`config.mk`:
```
export PLATFORM = sky130hd
export DESIGN_NAME = stage_fetch_flat
export DESIGN_NICKNAME = d
export VERILOG_FILES = /design/src/rtl/stage_fetch_if.sv /design/src/rtl/stage_fetch.sv /design/src/flat_wrapper.sv
export SDC_FILE = /design/constraint.sdc
export NUM_CORES = 1
export LEC_CHECK = 0
export CORE_ASPECT_RATIO = 1.2
export CORE_UTILIZATION = 46
export CTS_BUF_LIST = sky130_fd_sc_hd__clkbuf_16
export DETAILED_ROUTE_END_ITERATION = 16
export GPL_ROUTABILITY_DRIVEN = 0
export SYNTH_ARGS = -nofsm -noshare
export SYNTH_HDL_FRONTEND = slang
export SYNTH_SLANG_ARGS = --single-unit
```
`constraint.sdc`:
```
create_clock -name clk -period 6.4 [get_ports clk]
set_input_delay 0.96 -clock clk [delete_from_list [all_inputs] [get_ports clk]]
set_output_delay 0.96 -clock clk [all_outputs]
set_load 0.02 [all_outputs]
```
`src/rtl/stage_fetch_if.sv`:
```
// Bundle of the fetch-stage control, BTB-update and fetch-output signals.
// There is no valid/ready handshake on this bundle: btbUpdate is a
// single-cycle valid qualifier for the btbUpdate* fields and is always
// accepted (no backpressure). stall and redirect are level controls sampled
// at every posedge. Every fetch output is combinational from the PC register
// and imemData.
interface stage_fetch_if;
    logic        stall;
    logic        redirect;
    logic [31:0] redirectPc;
    logic [31:0] imemData;
    logic        btbUpdate;
    logic [31:0] btbUpdatePc;
    logic [31:0] btbUpdateTarget;
    logic        btbUpdateTaken;
    logic [31:0] imemAddr;
    logic [31:0] instrF;
    logic [31:0] pcF;
    logic [31:0] pcPlus4F;
    logic        bPredictedTakenF;

    // Downstream pipeline / memory side
    modport master (
        output stall, redirect, redirectPc, imemData,
               btbUpdate, btbUpdatePc, btbUpdateTarget, btbUpdateTaken,
        input  imemAddr, instrF, pcF, pcPlus4F, bPredictedTakenF
    );

    // Fetch stage side
    modport slave (
        input  stall, redirect, redirectPc, imemData,
               btbUpdate, btbUpdatePc, btbUpdateTarget, btbUpdateTaken,
        output imemAddr, instrF, pcF, pcPlus4F, bPredictedTakenF
    );
endinterface

```
`src/rtl/stage_fetch.sv`:
```
// Instruction fetch stage: PC register with next-PC selection and a
// direct-mapped branch target buffer with 2-bit saturating counters.
module stage_fetch #(
    parameter logic [31:0] RESET_PC    = 32'h0000_0000,
    parameter int          BTB_ENTRIES = 16
) (
    input  logic         clk,
    input  logic         rst,
    stage_fetch_if.slave bus
);
    localparam int IDX   = $clog2(BTB_ENTRIES);
    localparam int TAG_W = 30 - IDX;

    // PC register
    logic [31:0] pc_q;
    logic [31:0] pc_d;
    logic [31:0] pc_plus4;

    // BTB storage; only the valid bits are reset, the payload is don't-care
    // while invalid.
    logic [BTB_ENTRIES-1:0] valid_q;
    logic [TAG_W-1:0]       tag_q    [BTB_ENTRIES];
    logic [31:0]            target_q [BTB_ENTRIES];
    logic [1:0]             ctr_q    [BTB_ENTRIES];

    // Lookup side (indexed by the current PC)
    logic [IDX-1:0]   look_idx;
    logic [TAG_W-1:0] look_tag;
    logic             look_hit;
    logic             pred_taken;

    // Update side (indexed by the resolved instruction PC)
    logic [IDX-1:0]   upd_idx;
    logic [TAG_W-1:0] upd_tag;
    logic             upd_hit;
    logic             upd_train;
    logic             upd_alloc;
    logic [1:0]       ctr_upd;

    assign pc_plus4 = pc_q + 32'd4;

    assign look_idx   = pc_q[IDX+1:2];
    assign look_tag   = pc_q[31:IDX+2];
    assign look_hit   = valid_q[look_idx] && (tag_q[look_idx] == look_tag);
    assign pred_taken = look_hit && ctr_q[look_idx][1];

    assign upd_idx   = bus.btbUpdatePc[IDX+1:2];
    assign upd_tag   = bus.btbUpdatePc[31:IDX+2];
    assign upd_hit   = valid_q[upd_idx] && (tag_q[upd_idx] == upd_tag);
    assign upd_train = bus.btbUpdate && upd_hit;
    assign upd_alloc = bus.btbUpdate && !upd_hit && bus.btbUpdateTaken;

    // Next counter value: saturating train on a hit, weakly-taken on allocate
    always_comb begin
        ctr_upd = ctr_q[upd_idx];
        if (upd_hit) begin
            if (bus.btbUpdateTaken) begin
                if (ctr_q[upd_idx] != 2'd3) ctr_upd = ctr_q[upd_idx] + 2'd1;
            end else begin
                if (ctr_q[upd_idx] != 2'd0) ctr_upd = ctr_q[upd_idx] - 2'd1;
            end
        end else begin
            ctr_upd = 2'd2;
        end
    end

    // Next-PC priority below reset: redirect, stall, predicted target, PC+4
    always_comb begin
        pc_d = pc_plus4;
        if (bus.redirect) begin
            pc_d = bus.redirectPc;
        end else if (bus.stall) begin
            pc_d = pc_q;
        end else if (pred_taken) begin
            pc_d = target_q[look_idx];
        end
    end

    // PC and valid bits; reset wins over everything, including BTB updates
    always_ff @(posedge clk) begin
        if (!rst) begin
            pc_q    <= RESET_PC;
            valid_q <= '0;
        end else begin
            pc_q <= pc_d;
            if (upd_alloc) valid_q[upd_idx] <= 1'b1;
        end
    end

    // BTB payload writes; independent of stall/redirect, dropped during reset
    always_ff @(posedge clk) begin
        if (rst && (upd_train || upd_alloc)) begin
            ctr_q[upd_idx] <= ctr_upd;
            if (bus.btbUpdateTaken) target_q[upd_idx] <= bus.btbUpdateTarget;
            if (upd_alloc) tag_q[upd_idx] <= upd_tag;
        end
    end

    assign bus.imemAddr         = pc_q;
    assign bus.pcF              = pc_q;
    assign bus.pcPlus4F         = pc_plus4;
    assign bus.instrF           = bus.imemData;
    assign bus.bPredictedTakenF = pred_taken;
endmodule

```
`src/flat_wrapper.sv`:
```
// flat-port wrapper written by rule: the top's interface ports become plain ports
module stage_fetch_flat 
#(
    parameter logic [31:0] RESET_PC    = 32'h0000_0000,
    parameter int          BTB_ENTRIES = 16
)
  (clk, rst, bus_stall, bus_redirect, bus_redirectPc, bus_imemData, bus_btbUpdate, bus_btbUpdatePc, bus_btbUpdateTarget, bus_btbUpdateTaken, bus_imemAddr, bus_instrF, bus_pcF, bus_pcPlus4F, bus_bPredictedTakenF);
  stage_fetch_if bus_i ();
  input  logic clk;
  input  logic rst;
  input wire logic [$bits(bus_i.stall)-1:0] bus_stall;
  input wire logic [$bits(bus_i.redirect)-1:0] bus_redirect;
  input wire logic [$bits(bus_i.redirectPc)-1:0] bus_redirectPc;
  input wire logic [$bits(bus_i.imemData)-1:0] bus_imemData;
  input wire logic [$bits(bus_i.btbUpdate)-1:0] bus_btbUpdate;
  input wire logic [$bits(bus_i.btbUpdatePc)-1:0] bus_btbUpdatePc;
  input wire logic [$bits(bus_i.btbUpdateTarget)-1:0] bus_btbUpdateTarget;
  input wire logic [$bits(bus_i.btbUpdateTaken)-1:0] bus_btbUpdateTaken;
  output wire logic [$bits(bus_i.imemAddr)-1:0] bus_imemAddr;
  output wire logic [$bits(bus_i.instrF)-1:0] bus_instrF;
  output wire logic [$bits(bus_i.pcF)-1:0] bus_pcF;
  output wire logic [$bits(bus_i.pcPlus4F)-1:0] bus_pcPlus4F;
  output wire logic [$bits(bus_i.bPredictedTakenF)-1:0] bus_bPredictedTakenF;
  assign bus_i.stall = bus_stall;
  assign bus_i.redirect = bus_redirect;
  assign bus_i.redirectPc = bus_redirectPc;
  assign bus_i.imemData = bus_imemData;
  assign bus_i.btbUpdate = bus_btbUpdate;
  assign bus_i.btbUpdatePc = bus_btbUpdatePc;
  assign bus_i.btbUpdateTarget = bus_btbUpdateTarget;
  assign bus_i.btbUpdateTaken = bus_btbUpdateTaken;
  assign bus_imemAddr = bus_i.imemAddr;
  assign bus_instrF = bus_i.instrF;
  assign bus_pcF = bus_i.pcF;
  assign bus_pcPlus4F = bus_i.pcPlus4F;
  assign bus_bPredictedTakenF = bus_i.bPredictedTakenF;
  stage_fetch #(.RESET_PC(RESET_PC), .BTB_ENTRIES(BTB_ENTRIES)) u_core (.clk(clk), .rst(rst), .bus(bus_i));
endmodule
```
## Yosys cells after proc, flatten, opt, wreduce, memory -nomap -nowiden

Memories as Yosys holds them, arrays and structs flattened. A register that Yosys moved wholly into a read port is not among the register bits.
Index checks and enable logic that the tools add are counted.

| storage, ports and cells | value |
|---|---|
| bits in registers | 48 |
| word-level logic and storage cells | 54 |
| memories kept | 3 |
| input port bits | 134 |
| bits in writable memories | 960 |

| cells by class | value |
|---|---|
| mux-type cells | 27 |
| eq/ne operators | 4 |
| reduce and logical (&&, ||, !) cells | 11 |
| $lt $le $gt $ge | 3 |
| bitwise operators | 1 |
| add/sub/neg operators | 3 |

Memories:

| name | words | width | read ports | clocked after memory_dff | wr ports | RTL line | source |
|---|---|---|---|---|---|---|---|
| u_core.target_q | 16 | 32 | 1 | 1 | 1 | stage_fetch.sv:23 | `logic [31:0] target_q [BTB_ENTRIES];` |
| u_core.tag_q | 16 | 26 | 2 | 1 | 1 | stage_fetch.sv:22 | `logic [TAG_W-1:0] tag_q [BTB_ENTRIES];` |
| u_core.ctr_q | 16 | 2 | 2 | 1 | 1 | stage_fetch.sv:24 | `logic [1:0] ctr_q [BTB_ENTRIES];` |

Operator list:

| kind | number |
|---|---|
| 2-to-1 mux 32 bit | 3 |
| == test 26 bit | 2 |
| adder 32 x 3 -> 32 bit (second input constant) | 1 |
| 2-to-1 mux 4 bit | 6 |
| bitwise OR 16 bit | 1 |
| 2-to-1 mux 1 bit | 11 |
| less-than comparator 4 x 5 -> 1 bit (second input constant) | 2 |
| binary-select mux 1 bit (select 4 bit) | 2 |
| logical AND 1 bit | 8 |
| 2-to-1 mux 2 bit | 4 |
| demux 1 bit (select 4 bit) | 1 |
| greater-or-equal comparator 4 x 1 -> 1 bit (second input constant) | 1 |
| adder 2 x 1 -> 2 bit (second input constant) | 1 |
| != test 2 x 1 -> 1 bit (second input constant) | 1 |
| != test 2 bit (second input constant) | 1 |
| nonzero test 2 bit | 1 |
| subtractor 2 x 1 -> 2 bit (second input constant) | 1 |
| logical NOT 1 bit | 1 |
| logical OR 1 bit | 1 |

## Logic depth before layout (Yosys ltp)

Gate-level depths: netlist of run 1.

| logic depth | value |
|---|---|
| word-level depth | 10 |
| depth in mapped cells | 16 |
| depth with buffers taken out | 9 |

## Least setup slack after synthesis of run 1

OpenSTA, ideal clock, no wires.

| path | value |
|---|---|
| path type | input -> register |
| start | input port bus_btbUpdatePc[2] |
| end | memory u_core.tag_q[10][0] in the netlist's numbering (enable) |
| stages | 10 |
| setup time | 410 ps |
| path buffers | 2 |
| data arrival time | 4,467 ps |
| data required time | 5,990 ps |
| path slack | 1,523 ps |
| path through | buf_2 buf_1 mux4_2 mux4_2 xnor2_1 nand4_1 nor2_1 o2111ai_1 nand2b_1 nor2_1 |

| between the ends | value |
|---|---|
| word-level cells in the longest chain between the ends | 10 |
| elaborated cells on any way between the ends | 14 |
| classes of those cells | eq/ne (1); mux (5); reduce/logical (7); memory (1) |

RTL lines:

| element | RTL line | source |
|---|---|---|
| start, declared | flat_wrapper.sv:16 | `input wire logic [$bits(bus_i.btbUpdatePc)-1:0] bus_btbUpdatePc;` |
| memory read (16 x 26 bit) or binary-select mux 1 bit (select 4 bit) (tied branches) | - |  |
| == test 26 bit or 2-to-1 mux 1 bit (tied branches) | stage_fetch.sv:49 | `assign upd_hit = valid_q[upd_idx] && (tag_q[upd_idx] == upd_tag);` |
| logical AND 1 bit | stage_fetch.sv:49 |  |
| logical NOT 1 bit | stage_fetch.sv:51 | `assign upd_alloc = bus.btbUpdate && !upd_hit && bus.btbUpdateTaken;` |
| logical AND 1 bit (2 in series) | stage_fetch.sv:51 |  |
| logical OR 1 bit | stage_fetch.sv:92 | `if (rst && (upd_train \|\| upd_alloc)) begin` |
| logical AND 1 bit | stage_fetch.sv:92 |  |
| 2-to-1 mux 1 bit | stage_fetch.sv:92 |  |
| 2-to-1 mux 1 bit (not written as such) | stage_fetch.sv:95 | `if (upd_alloc) tag_q[upd_idx] <= upd_tag;` |
| end, declared | stage_fetch.sv:22 |  |

Several ways; a longest one is shown, not always the timed one. The select of a mux whose other input is x is not followed.

## Worst setup path after layout of run 1

| path | value |
|---|---|
| start | register u_core.pc_q[7] (netlist: u_core.bus.imemAddr[7]) |
| end | output port bus_pcPlus4F[24] |

| between the ends | value |
|---|---|
| word-level cells in the longest chain between the ends | 1 |

RTL lines:

| element | RTL line | source |
|---|---|---|
| start, declared | stage_fetch.sv:15 | `logic [31:0] pc_q;` |
| start signal, assigned | stage_fetch.sv:85 | `pc_q <= pc_d;` |
| adder 32 x 3 -> 32 bit | stage_fetch.sv:40 | `assign pc_plus4 = pc_q + 32'd4;` |
| end, declared | flat_wrapper.sv:22 | `output wire logic [$bits(bus_i.pcPlus4F)-1:0] bus_pcPlus4F;` |

No other way between the ends.

==> results.sh, run 1 <==
export IMPL_run_status="finished clean"
export IMPL_tritoncts_clock_tree="done"
export IMPL_critPathCaptureType="output port"
export IMPL_syn_mean_instance_area_sq_um=19.73
export IMPL_syn_instance_count=2258
export IMPL_clk_buf_depth=3
export IMPL_syn_area_sq_um=44540
export IMPL_groute_layer_met1_usage_pct=35.77
export IMPL_grt_use_met2_pct=42.93
export IMPL_worst_r2r_cell_count=12
export IMPL_floorplan_rows=124
export IMPL_holdCritPathClass="reg2reg"
export IMPL_detail_route_wl_per_cell_um=33.67
export IMPL_slew_headroom_pct=21.51
export IMPL_timing_clock_skew_ns=0.03323
export IMPL_clock_sink_count=1012
export IMPL_global_route_peak_usage_layer="met2"
export IMPL_number_of_synthesized_register_bits=1012
export IMPL_timing_critical_path_slowest_stage_cell="sky130_fd_sc_hd__nor4_1"
export IMPL_dp_cells=3609
export IMPL_crit_path_cell_trace="and4_1 > nand4_1 > nor4_1 > nand3_1 > nor3_1 > xor2_1 > clkdlybuf4s50_1"
export IMPL_finalSetupTns_ns=0
export IMPL_core_area_sq_um=95570
export IMPL_drcViolationCount=0
export IMPL_antenna_violating_nets_post_route=0
export IMPL_grt_start_max_net_pins=66
export IMPL_die_area_sq_um=98080
export IMPL_criticalPathCategory="reg2out"
export IMPL_dp_hpwl_mm=80.03
export IMPL_fin_hold_ws_ns=0.4744
export IMPL_via_per_inst=6.369
export IMPL_cap_viol_max_count=0
export IMPL_die_span_x_um=286.1
export IMPL_post_layout_nonfiller_instances=3802
export IMPL_height_of_the_die_um=342.9
export IMPL_synthesis_yosys_warnings=0
export IMPL_drt_pass1_iterations=5
export IMPL_grt_use_met3_pct=4.714
export IMPL_clock_insertion_delay_worst_skew_ns=0.70
export IMPL_synth_enable_flop_cells=960
export IMPL_power_density_nw_per_um2=287.8
export IMPL_crit_path_start="u_core.bus.imemAddr[7]"
export IMPL_async_flop_share_pct=0
export IMPL_r2r_setup_slack_ns=1.42
export IMPL_cts_hold_buf=0
export IMPL_num_io_pins=263
export IMPL_grt_overflow_total=0
export IMPL_cts_repair_resize_count=0
export IMPL_clock_fmax_mhz=161.8
export IMPL_cp_max_fo=8
export IMPL_synth_largest_area_cell="sky130_fd_sc_hd__edfxtp_1"
export IMPL_synth_seq_area_share_pct=67.06
export IMPL_pre_cts_slack_ns=0.7613
export IMPL_synth_distinct_cells=78
export IMPL_wire_length_of_the_first_global_routing_pass_mm=182.7
export IMPL_synth_top_area_share_pct=64.72
export IMPL_dominantRegCellSynth="sky130_fd_sc_hd__edfxtp_1"
export IMPL_fin_crit_ns=6.179
export IMPL_critical_path_startpoint_type="flip-flop"
export IMPL_timing_max_transition_violations_final=0
export IMPL_net_total_in_the_final_layout=2588
export IMPL_postCtsSetupRepairBufs=0
export IMPL_drt_iter0_drcs=2761
export IMPL_rsz0062_at_grt="false"
export IMPL_vdd_ir_drop_max_mv=0.2879
export IMPL_mappedNetlistNets=2393
export IMPL_h_tree_depth=3
export IMPL_io_buffers=196
export IMPL_cts_root_buffer="sky130_fd_sc_hd__clkbuf_16"
export IMPL_start_util_pct=46.61
export IMPL_post_route_cells_drive_above_1_share_pct=27.67
export IMPL_final_setup_worst_slack_ns=0.2209
export IMPL_tightest_slew_ns=1.167
export IMPL_grt_util_overall_pct=26.38
export IMPL_routed_via_count=24220
export IMPL_netlist_top_cells_area="sky130_fd_sc_hd__edfxtp_1 (65%), sky130_fd_sc_hd__mux4_2 (20%), sky130_fd_sc_hd__dfxtp_1 (2.3%)"
export IMPL_hold_violations=0
export IMPL_layout_area_overhead_vs_synth_pct=15.17
export IMPL_numCtsBuffers=102
export IMPL_finalSetupViolCount=0
export IMPL_antenna_found_initial=13
export IMPL_cp_endpoint="bus_pcPlus4F[24]"
export IMPL_vias_in_the_first_global_route=25090
export IMPL_routed_wl_mm=128.0
export IMPL_crit_path_max_incr_delay_ns=1.05
export IMPL_final_worst_path_cycle_share_pct=96.55
export IMPL_power_leakage_uw=0.01626
export IMPL_clk_pin_slew_worst_paths_ns=0.06
export IMPL_required_ns=5.44
export IMPL_timing_critical_path_arrival_ns=5.22
-- cells in the mapped netlist, types with 30 or more instances --
library cell and count:
sky130_fd_sc_hd__dfxtp_1 52, sky130_fd_sc_hd__nor2_1 70, sky130_fd_sc_hd__xor2_1 30, sky130_fd_sc_hd__xnor2_1 48, sky130_fd_sc_hd__nand2_1 40, sky130_fd_sc_hd__a21oi_1 30, sky130_fd_sc_hd__o22ai_1 31, sky130_fd_sc_hd__edfxtp_1 960
sky130_fd_sc_hd__clkbuf_1 63, sky130_fd_sc_hd__buf_4 76, sky130_fd_sc_hd__mux2i_1 102, sky130_fd_sc_hd__mux4_2 387, sky130_fd_sc_hd__buf_2 42
-- per-stage QoR --
step | total power [uW] | util (%) | cell area (sq um)
after floorplan | 8465 | - | 44540
after global routing | 15170 | 53.68 | 51300
final | 14770 | 53.68 | 51300
after CTS | 14870 | 53.66 | 51290
after detailed placement | 9042 | 50.23 | 48010
after global placement | 9026 | 50.23 | 48010
-- flip-flops by register name, summed over array words and instances (netlist names), named ones only --
register             cells
u_core.valid_q          16
u_core.target_q        512
u_core.ctr_q            32
u_core.tag_q           416
u_core.bus.imemAddr     32
-- worst max-delay path: cells and delay by family, from the launching register on --
kind	cells	cell delay, ns
buffers and inverters	1	0.87
DFF	1	0.76
and+or+nand+nor	5	2.55
xor gates and xnor gates	1	0.35
-- logic make-up after synthesis --
group | synth area share [%]
flip-flops | 67.06
multiplexers | 22.47
AND/OR/NAND/NOR | 3.107
buffers and inverters | 2.978
AO/OA/AOI/OAI | 2.829
XOR/XNOR | 1.534
adder cells (fa/ha/maj) | 0.02809
-- layout by cell type (no fill, tap or decap), types with 9 or more instances in the layout --
master	instances
sky130_fd_sc_hd__and3_1	27
sky130_fd_sc_hd__mux2_2	10
sky130_fd_sc_hd__a21oi_1	30
sky130_fd_sc_hd__nand3_1	29
sky130_fd_sc_hd__xnor2_1	48
sky130_fd_sc_hd__xor2_1	30
sky130_fd_sc_hd__mux4_2	387
sky130_fd_sc_hd__nor2_1	38
sky130_fd_sc_hd__nor2_4	32
sky130_fd_sc_hd__nand2b_1	14
sky130_fd_sc_hd__a221oi_1	19
sky130_fd_sc_hd__o22ai_1	31
sky130_fd_sc_hd__o21ai_0	23
sky130_fd_sc_hd__a21o_1	19
sky130_fd_sc_hd__clkbuf_16	102
sky130_fd_sc_hd__edfxtp_1	960
sky130_fd_sc_hd__clkinv_2	19
sky130_fd_sc_hd__nand2_1	40
sky130_fd_sc_hd__clkinv_1	21
sky130_fd_sc_hd__bufinv_16	9
sky130_fd_sc_hd__nor3_1	15
sky130_fd_sc_hd__dfxtp_1	48
sky130_fd_sc_hd__buf_4	95
sky130_fd_sc_hd__inv_1	38
sky130_fd_sc_hd__nor2b_1	16
sky130_fd_sc_hd__buf_12	13
sky130_fd_sc_hd__mux2i_1	102
sky130_fd_sc_hd__clkdlybuf4s50_1	191
-- layer usage --
metal	vias up	share of wire (%)
li1	9817	-
met1	12900	39
met2	1249	49
met3	246	8.3
met4	6	3.4
met5	-	0.030
-- report_power, final --
part           switching (uW)  internal [uW]
Sequential               98.4           7300
Clock                    2590           3280
Combinational             816            683
-- how the worst min path moves through the flow --
stage | startpoint | slack [ns] | cells past startpoint | to
2_1_floorplan | u_core.valid_q[10] | 0.44 | 1 | u_core.valid_q[10]
3_3_place_gp | u_core.valid_q[9] | 0.45 | 1 | u_core.valid_q[9]
3_5_place_dp | u_core.valid_q[2] | 0.46 | 1 | u_core.valid_q[2]
4_1_cts | u_core.valid_q[2] | 0.48 | 1 | u_core.valid_q[2]
5_1_grt | u_core.valid_q[7] | 0.49 | 1 | u_core.valid_q[7]
6_report | u_core.valid_q[7] | 0.47 | 1 | u_core.valid_q[7]
-- final cells by class --
| type | count | area [sq um] |
|---|---|---|
| clock inverter | 86 | 724.4 |
| inverter | 13 | 51.30 |
| multi-input combinational | 1021 | 13590 |
| timing repair buffer | 303 | 2914 |
| tap | 1260 | 1577 |
| antenna | 5 | 12.51 |
| sequential | 1012 | 29880 |
| fill | 7508 | 44270 |
| clock buffer | 102 | 2552 |
Note: power is estimated with default switching activity, not from simulation.
==> inputs of run 2 (changes only) <==
--- a/config.mk
+++ b/config.mk
@@ -5,11 +5,14 @@
 export SDC_FILE = /design/constraint.sdc
 export NUM_CORES = 1
 export LEC_CHECK = 0
+export CELL_PAD_IN_SITES_DETAIL_PLACEMENT = 1
+export CELL_PAD_IN_SITES_GLOBAL_PLACEMENT = 1
 export CORE_ASPECT_RATIO = 1.2
 export CORE_UTILIZATION = 46
 export CTS_BUF_LIST = sky130_fd_sc_hd__clkbuf_16
 export DETAILED_ROUTE_END_ITERATION = 16
 export GPL_ROUTABILITY_DRIVEN = 0
+export PLACE_DENSITY_LB_ADDON = 0.1
 export SYNTH_ARGS = -nofsm -noshare
 export SYNTH_HDL_FRONTEND = slang
 export SYNTH_SLANG_ARGS = --single-unit
==> run 2 against run 1 <==
- sequential cell count unchanged
- clock skew up 0.011 ns
- first-iteration DRC count decreased by 21%
- wire length increased by 3.2%
==> results.sh, run 2 (synthesis results as in run 1) <==
export IMPL_antenna_found_initial=11
export IMPL_crit_path_cell_trace="nor2b_2 > a221oi_1 > a22oi_1 > a2bb2oi_1 > and4_1 > or4bb_1 > nor4_1 > buf_4 > clkdlybuf4s50_1"
export IMPL_vdd_ir_drop_max_mv=0.2343
export IMPL_timing_max_transition_violations_final=0
export IMPL_required_ns=5.44
export IMPL_die_area_sq_um=98080
export IMPL_internal_power_uw=11300
export IMPL_reg_top3="u_core.target_q x512, u_core.tag_q x416"
export IMPL_pwr_share_comb_pct=10.1
export IMPL_tritoncts_clock_tree="done"
export IMPL_pre_cts_slack_ns=0.5452
export IMPL_dp_hpwl_mm=82.63
export IMPL_grt_overflow_total=0
export IMPL_fin_crit_ns=6.135
export IMPL_critPathCaptureType="output port"
export IMPL_timing_clock_skew_ns=0.04428
export IMPL_rsz0062_at_grt="false"
export IMPL_power_switching_fraction_pct=24.04
export IMPL_detail_route_wl_per_cell_um=34.73
export IMPL_cap_viol_max_count=0
export IMPL_timing_critical_path_arrival_ns=5.18
export IMPL_critical_path_startpoint_type="flip-flop"
export IMPL_start_util_pct=46.61
export IMPL_vias_in_the_first_global_route=25910
export IMPL_io_buffers=196
export IMPL_cts_hold_buf=0
export IMPL_holdCritPathClass="reg2reg"
export IMPL_final_setup_worst_slack_ns=0.2645
export IMPL_drt_pass1_iterations=7
export IMPL_clock_insertion_delay_worst_skew_ns=0.71
export IMPL_height_of_the_die_um=342.9
export IMPL_num_io_pins=263
export IMPL_tightest_slew_ns=1.257
export IMPL_grt_util_overall_pct=27.18
export IMPL_cp_buffers_inverters=2
export IMPL_final_worst_path_cycle_share_pct=95.87
export IMPL_cts_repair_resize_count=0
export IMPL_power_density_nw_per_um2=289.3
export IMPL_power_switching_uw=3575
export IMPL_clock_power_share_pct=40.1
export IMPL_core_area_sq_um=95570
export IMPL_largest_register="u_core.target_q"
export IMPL_wire_length_of_the_first_global_routing_pass_mm=187.7
export IMPL_crit_path_max_incr_delay_ns=0.91
export IMPL_mostFrequentLayoutCells="sky130_fd_sc_hd__edfxtp_1 (960), sky130_fd_sc_hd__mux4_2 (387), sky130_fd_sc_hd__clkdlybuf4s50_1 (192), sky130_fd_sc_hd__clkbuf_16 (103), sky130_fd_sc_hd__mux2i_1 (102)"
export IMPL_drcViolationCount=0
export IMPL_net_total_in_the_final_layout=2586
export IMPL_cp_max_fo=32
export IMPL_mostFrequentLayoutCell="sky130_fd_sc_hd__edfxtp_1"
export IMPL_power_frac_seq_pct=49.8
export IMPL_drt_iter0_drcs=2171
export IMPL_run_status="finished clean"
export IMPL_layout_area_overhead_vs_synth_pct=15.42
export IMPL_routed_wl_mm=132.1
export IMPL_postCtsSetupRepairBufs=0
export IMPL_grt_start_max_net_pins=86
export IMPL_slew_headroom_pct=15.40
export IMPL_hold_violations=0
export IMPL_finalSetupViolCount=0
export IMPL_via_per_inst=6.342
export IMPL_clk_pin_slew_worst_paths_ns=0.06
export IMPL_antenna_violating_nets_post_route=0
export IMPL_finalSetupTns_ns=0
export IMPL_floorplan_rows=124
export IMPL_h_tree_depth=3
export IMPL_numCtsBuffers=103
export IMPL_clk_buf_depth=3
export IMPL_largest_register_ff_count=512
export IMPL_timing_critical_path_slowest_stage_cell="sky130_fd_sc_hd__nor2b_2"
export IMPL_criticalPathCategory="reg2out"
export IMPL_die_span_x_um=286.1
export IMPL_clock_sink_count=1012
export IMPL_routed_via_count=24110
export IMPL_critical_path_top_delay_family="simple AND/OR/NAND/NOR gates"
export IMPL_fillCellCount=8478
export IMPL_clock_fmax_mhz=163.0
export IMPL_post_route_cells_drive_above_1_share_pct=27.91
export IMPL_power_leakage_uw=0.01626
export IMPL_cts_root_buffer="sky130_fd_sc_hd__clkbuf_16"
-- run 2: cell types whose count changed in the layout (fill, tap and decap cells not counted), sizes merged --
cell	delta
clkdlybuf4s50	+1
inv	-1
clkinv	-3
clkbuf	+1
clkinvlp	+6
buf	-4
-- run 2: power groups by stage --
stage          logic (uW)  clock network [uW]  registers, uW
2_1_floorplan         979                   0           7490
3_3_place_gp         1490                   0           7540
3_5_place_dp         1520                   0           7550
4_1_cts              1520                6050           7410
5_1_grt              1590                6260           7410
6_report             1510                5960           7410
-- run 2: worst register-to-register path: stages (launching register included) --
cell and delay (ns):
sky130_fd_sc_hd__dfxtp_4 0.75, sky130_fd_sc_hd__nor2b_2 0.94, sky130_fd_sc_hd__a221oi_1 0.25, sky130_fd_sc_hd__a22oi_1 0.38, sky130_fd_sc_hd__a2bb2oi_1 0.25, sky130_fd_sc_hd__and4_1 0.21, sky130_fd_sc_hd__or4bb_1 0.52, sky130_fd_sc_hd__nor4_4 0.29
sky130_fd_sc_hd__buf_4 0.47, sky130_fd_sc_hd__nand3_1 0.38, sky130_fd_sc_hd__a31oi_1 0.24
-- run 2: final timing paths --
check | slack, ns | endpoint | from | cells after the start
min | 0.47 | u_core.valid_q[1] | u_core.valid_q[1] | 1
max reg2reg | 1.62 | u_core.bus.imemAddr[1] | flip-flop | 10
min reg2reg | 0.47 | u_core.valid_q[1] | u_core.valid_q[1] | 1
max | 0.26 | bus_bPredictedTakenF | flip-flop | 9
-- run 2: per-layer routing --
layer / part of all wire, % / global-route usage (%) / vias up
li1: - / - / 9817
met1: 41 / 36.30 / 13150
met2: 51 / 45.94 / 939
met3: 5.8 / 3.783 / 199
met4: 3.1 / 9.303 / 6
met5: 0.029 / 0 / -
-- run 2: final cells by class --
type	instances	area [sq um]	share of cell area [%]
multi-input cells	1021	13590	26.43
clock buffers	103	2577	5.014
clock inverters	88	737.0	1.434
diodes	5	12.51	0.02434
flip-flops and latches	1012	29880	58.12
inverters	13	51.30	0.09979
repair buffers	300	2984	5.805
well taps	1260	1577	3.067
-- run 2: metrics by stage --
stage / std cells / power [uW] / hold WS (ns) / util, % / cell area (sq um)
final: 3802 / 14870 / 0.4750 / 53.79 / 51410
after global placement: 3606 / 9034 / 0.4461 / 50.31 / 48080
after detailed placement: 3606 / 9064 / 0.4673 / 50.31 / 48080
after floorplan: 2258 / 8465 / 0.4381 / - / 44540
after global routing: 3801 / 15260 / 0.5003 / 53.79 / 51410
after CTS: 3797 / 14980 / 0.4817 / 53.78 / 51400
==> RTL edit, RTL diff (flow settings as in run 2) <==
`BTB_ENTRIES` is set to 16 in 2 places; all go to 8.
--- a/src/rtl/stage_fetch.sv
+++ b/src/rtl/stage_fetch.sv
@@ -2,7 +2,7 @@
 // direct-mapped branch target buffer with 2-bit saturating counters.
 module stage_fetch #(
     parameter logic [31:0] RESET_PC    = 32'h0000_0000,
-    parameter int          BTB_ENTRIES = 16
+    parameter int          BTB_ENTRIES = 8
 ) (
     input  logic         clk,
     input  logic         rst,
--- a/src/flat_wrapper.sv
+++ b/src/flat_wrapper.sv
@@ -2,7 +2,7 @@
 module stage_fetch_flat 
 #(
     parameter logic [31:0] RESET_PC    = 32'h0000_0000,
-    parameter int          BTB_ENTRIES = 16
+    parameter int          BTB_ENTRIES = 8
 )
   (clk, rst, bus_stall, bus_redirect, bus_redirectPc, bus_imemData, bus_btbUpdate, bus_btbUpdatePc, bus_btbUpdateTarget, bus_btbUpdateTaken, bus_imemAddr, bus_instrF, bus_pcF, bus_pcPlus4F, bus_bPredictedTakenF);
   stage_fetch_if bus_i ();
Formal check against the unedited RTL: not equivalent (Yosys sat finds a counterexample within 4 cycles, from zero or initial values and one cycle with rst low).
==> RTL edit against run 2 <==
  * Power decreased by 47%
  * Worst setup slack improved by 440 ps
  * Wire length decreased by 47%
  * Synthesized cell count decreased by 35%
  * Sequential cell count decreased by 481
  * Count of clock-buffer cells in the layout decreased by 48
  * Design area decreased by 45%
  * Non-clock buffer count decreased by 59
  * Area after synthesis decreased by 45%
  * Critical path type unchanged
==> RTL edit: results (changes against run 2) <==
- Max FFs per register: 256 (was 512)
- Post-Syn Instances: 1466 (was 2258)
- Top post-synthesis cells by count: edfxtp_1 (488), mux4_2 (149), mux2i_1 (109) (was edfxtp_1 (960), mux4_2 (387), mux2i_1 (102))
- Number of global-route vias before repair: 15220 (was 25910)
- Fillers: 4834 (was 8478)
- Via count: 14190 (was 24110)
- Post-synth EDFFs: 488 (was 960)
- Vias per cell: 6.048 (was 6.342)
- R2R Setup Slk: 1900 ps (was 1620 ps)
- Clock skew after layout: 32.31 ps (was 44.28 ps)
- First-pass DRT Iterations: 5 (was 7)
- Largest net degree at the start of global routing: 64 (was 86)
- Total nets after synthesis: 1601 (was 2393)
- Crit path arrival time: 4730 ps (was 5180 ps)
- Top delay family on crit path: multiplexers (was simple AND/OR/NAND/NOR gates)
- Global-route wire length before repair: 101.5 mm (was 187.7 mm)
- Status: completed (unchanged)
- Initial DRC count: 958 (was 2171)
- Total track usage: 0.2644 (was 0.2718)
- Initial antenna violation count: 2 (was 11)
- Final net count: 1734 (was 2586)
- Slew headroom: 0.2553 (was 0.1540)
- Peak VDD IR: 0.0002383 V (was 0.0002343 V)
- Clock insertion delay at the later pin of the skew report: 620 ps (was 710 ps)
- Antenna diodes: 0 (was 5)
- Unique masters post-synth: 70 (was 78)
- Synth top area cells: edfxtp_1 (60%), mux4_2 (14%), mux2i_1 (4.5%) (was edfxtp_1 (65%), mux4_2 (20%), dfxtp_1 (2.3%))
- CTS H-tree lvls: 2 (was 3)
- Layout cells sized above 1: 0.2010 (was 0.2791)
- Hold Path Cell Cnt: 2 (was 1)
- Post-DP HPWL: 45.47 mm (was 82.63 mm)
- Crit-path max FO: 31 (was 32)
- CTS Buf Count: 54 (was 103)
- Placed cells: 2248 (was 3606)
## RTL edit: worst min-delay path, stage by stage, from the launching register on
cell     delay (ps)
dfxtp_1         320
nand2_1          60
o21ai_0          60
## RTL edit: per-layer routing
| layer | share of wire | wire (um) | vias up | GRT usage |
|---|---|---|---|---|
| li1 | - | - | 6111 | - |
| met1 | 0.40 | 28010 | 7513 | 0.3308 |
| met2 | 0.52 | 36250 | 442 | 0.4661 |
| met3 | 0.056 | 3898 | 124 | 0.04325 |
| met4 | 0.029 | 2049 | 4 | 0.08675 |
| met5 | 0.00034 | 24 | - | 0 |
## RTL edit: cells by family after synthesis
family,share of synthesized area
adder cells (fa/ha/maj),0.0009243
AND/OR/NAND/NOR,0.05187
multiplexers,0.1876
buffers and inverters,0.04304
flip-flops,0.6368
XOR/XNOR,0.02768
AO/OA/AOI/OAI,0.05208
## RTL edit: cell type report
cell class                      instances  area, um2  share of cell area
Clock buffer                           55       1376             0.04849
Multi-Input combinational cell        759       7899              0.2783
Sequential cell                       531      15530              0.5470
Clock inverter                         44      342.8             0.01208
Inverter                               12      45.04            0.001587
Timing Repair Buffer                  241       2315             0.08154
Tap cell                              705      882.1             0.03108
## RTL edit: where the power goes
part           total (mW)  internal [mW]  switching (mW)
Combinational       0.822          0.373           0.449
Sequential           3.92           3.84          0.0809
Clock                3.08           1.75            1.33
Total                7.82           5.96            1.86
## RTL edit: how the worst min path moves through the flow
stage	from	end	slack [ps]
after floorplan	u_core.valid_q[4]	u_core.valid_q[4]	440
after global placement	u_core.valid_q[1]	u_core.valid_q[1]	460
after CTS	u_core.valid_q[1]	u_core.valid_q[1]	490
after global routing	u_core.valid_q[0]	u_core.valid_q[0]	520
final	u_core.valid_q[1]	u_core.valid_q[1]	490
after detailed placement	u_core.valid_q[1]	u_core.valid_q[1]	480
## RTL edit: stage by stage
step / setup WS [ps] / cell area [um2] / hold WS, ps / util
after CTS: 660.5 / 28390 / 490.9 / 0.5420
final: 709.3 / 28390 / 491.2 / 0.5420
after global routing: 532.4 / 28390 / 524.7 / 0.5420
after global placement: 1402 / 26670 / 460.6 / 0.5092
after detailed placement: 1339 / 26670 / 480.4 / 0.5092
after floorplan: 1808 / 24360 / 441.2 / -
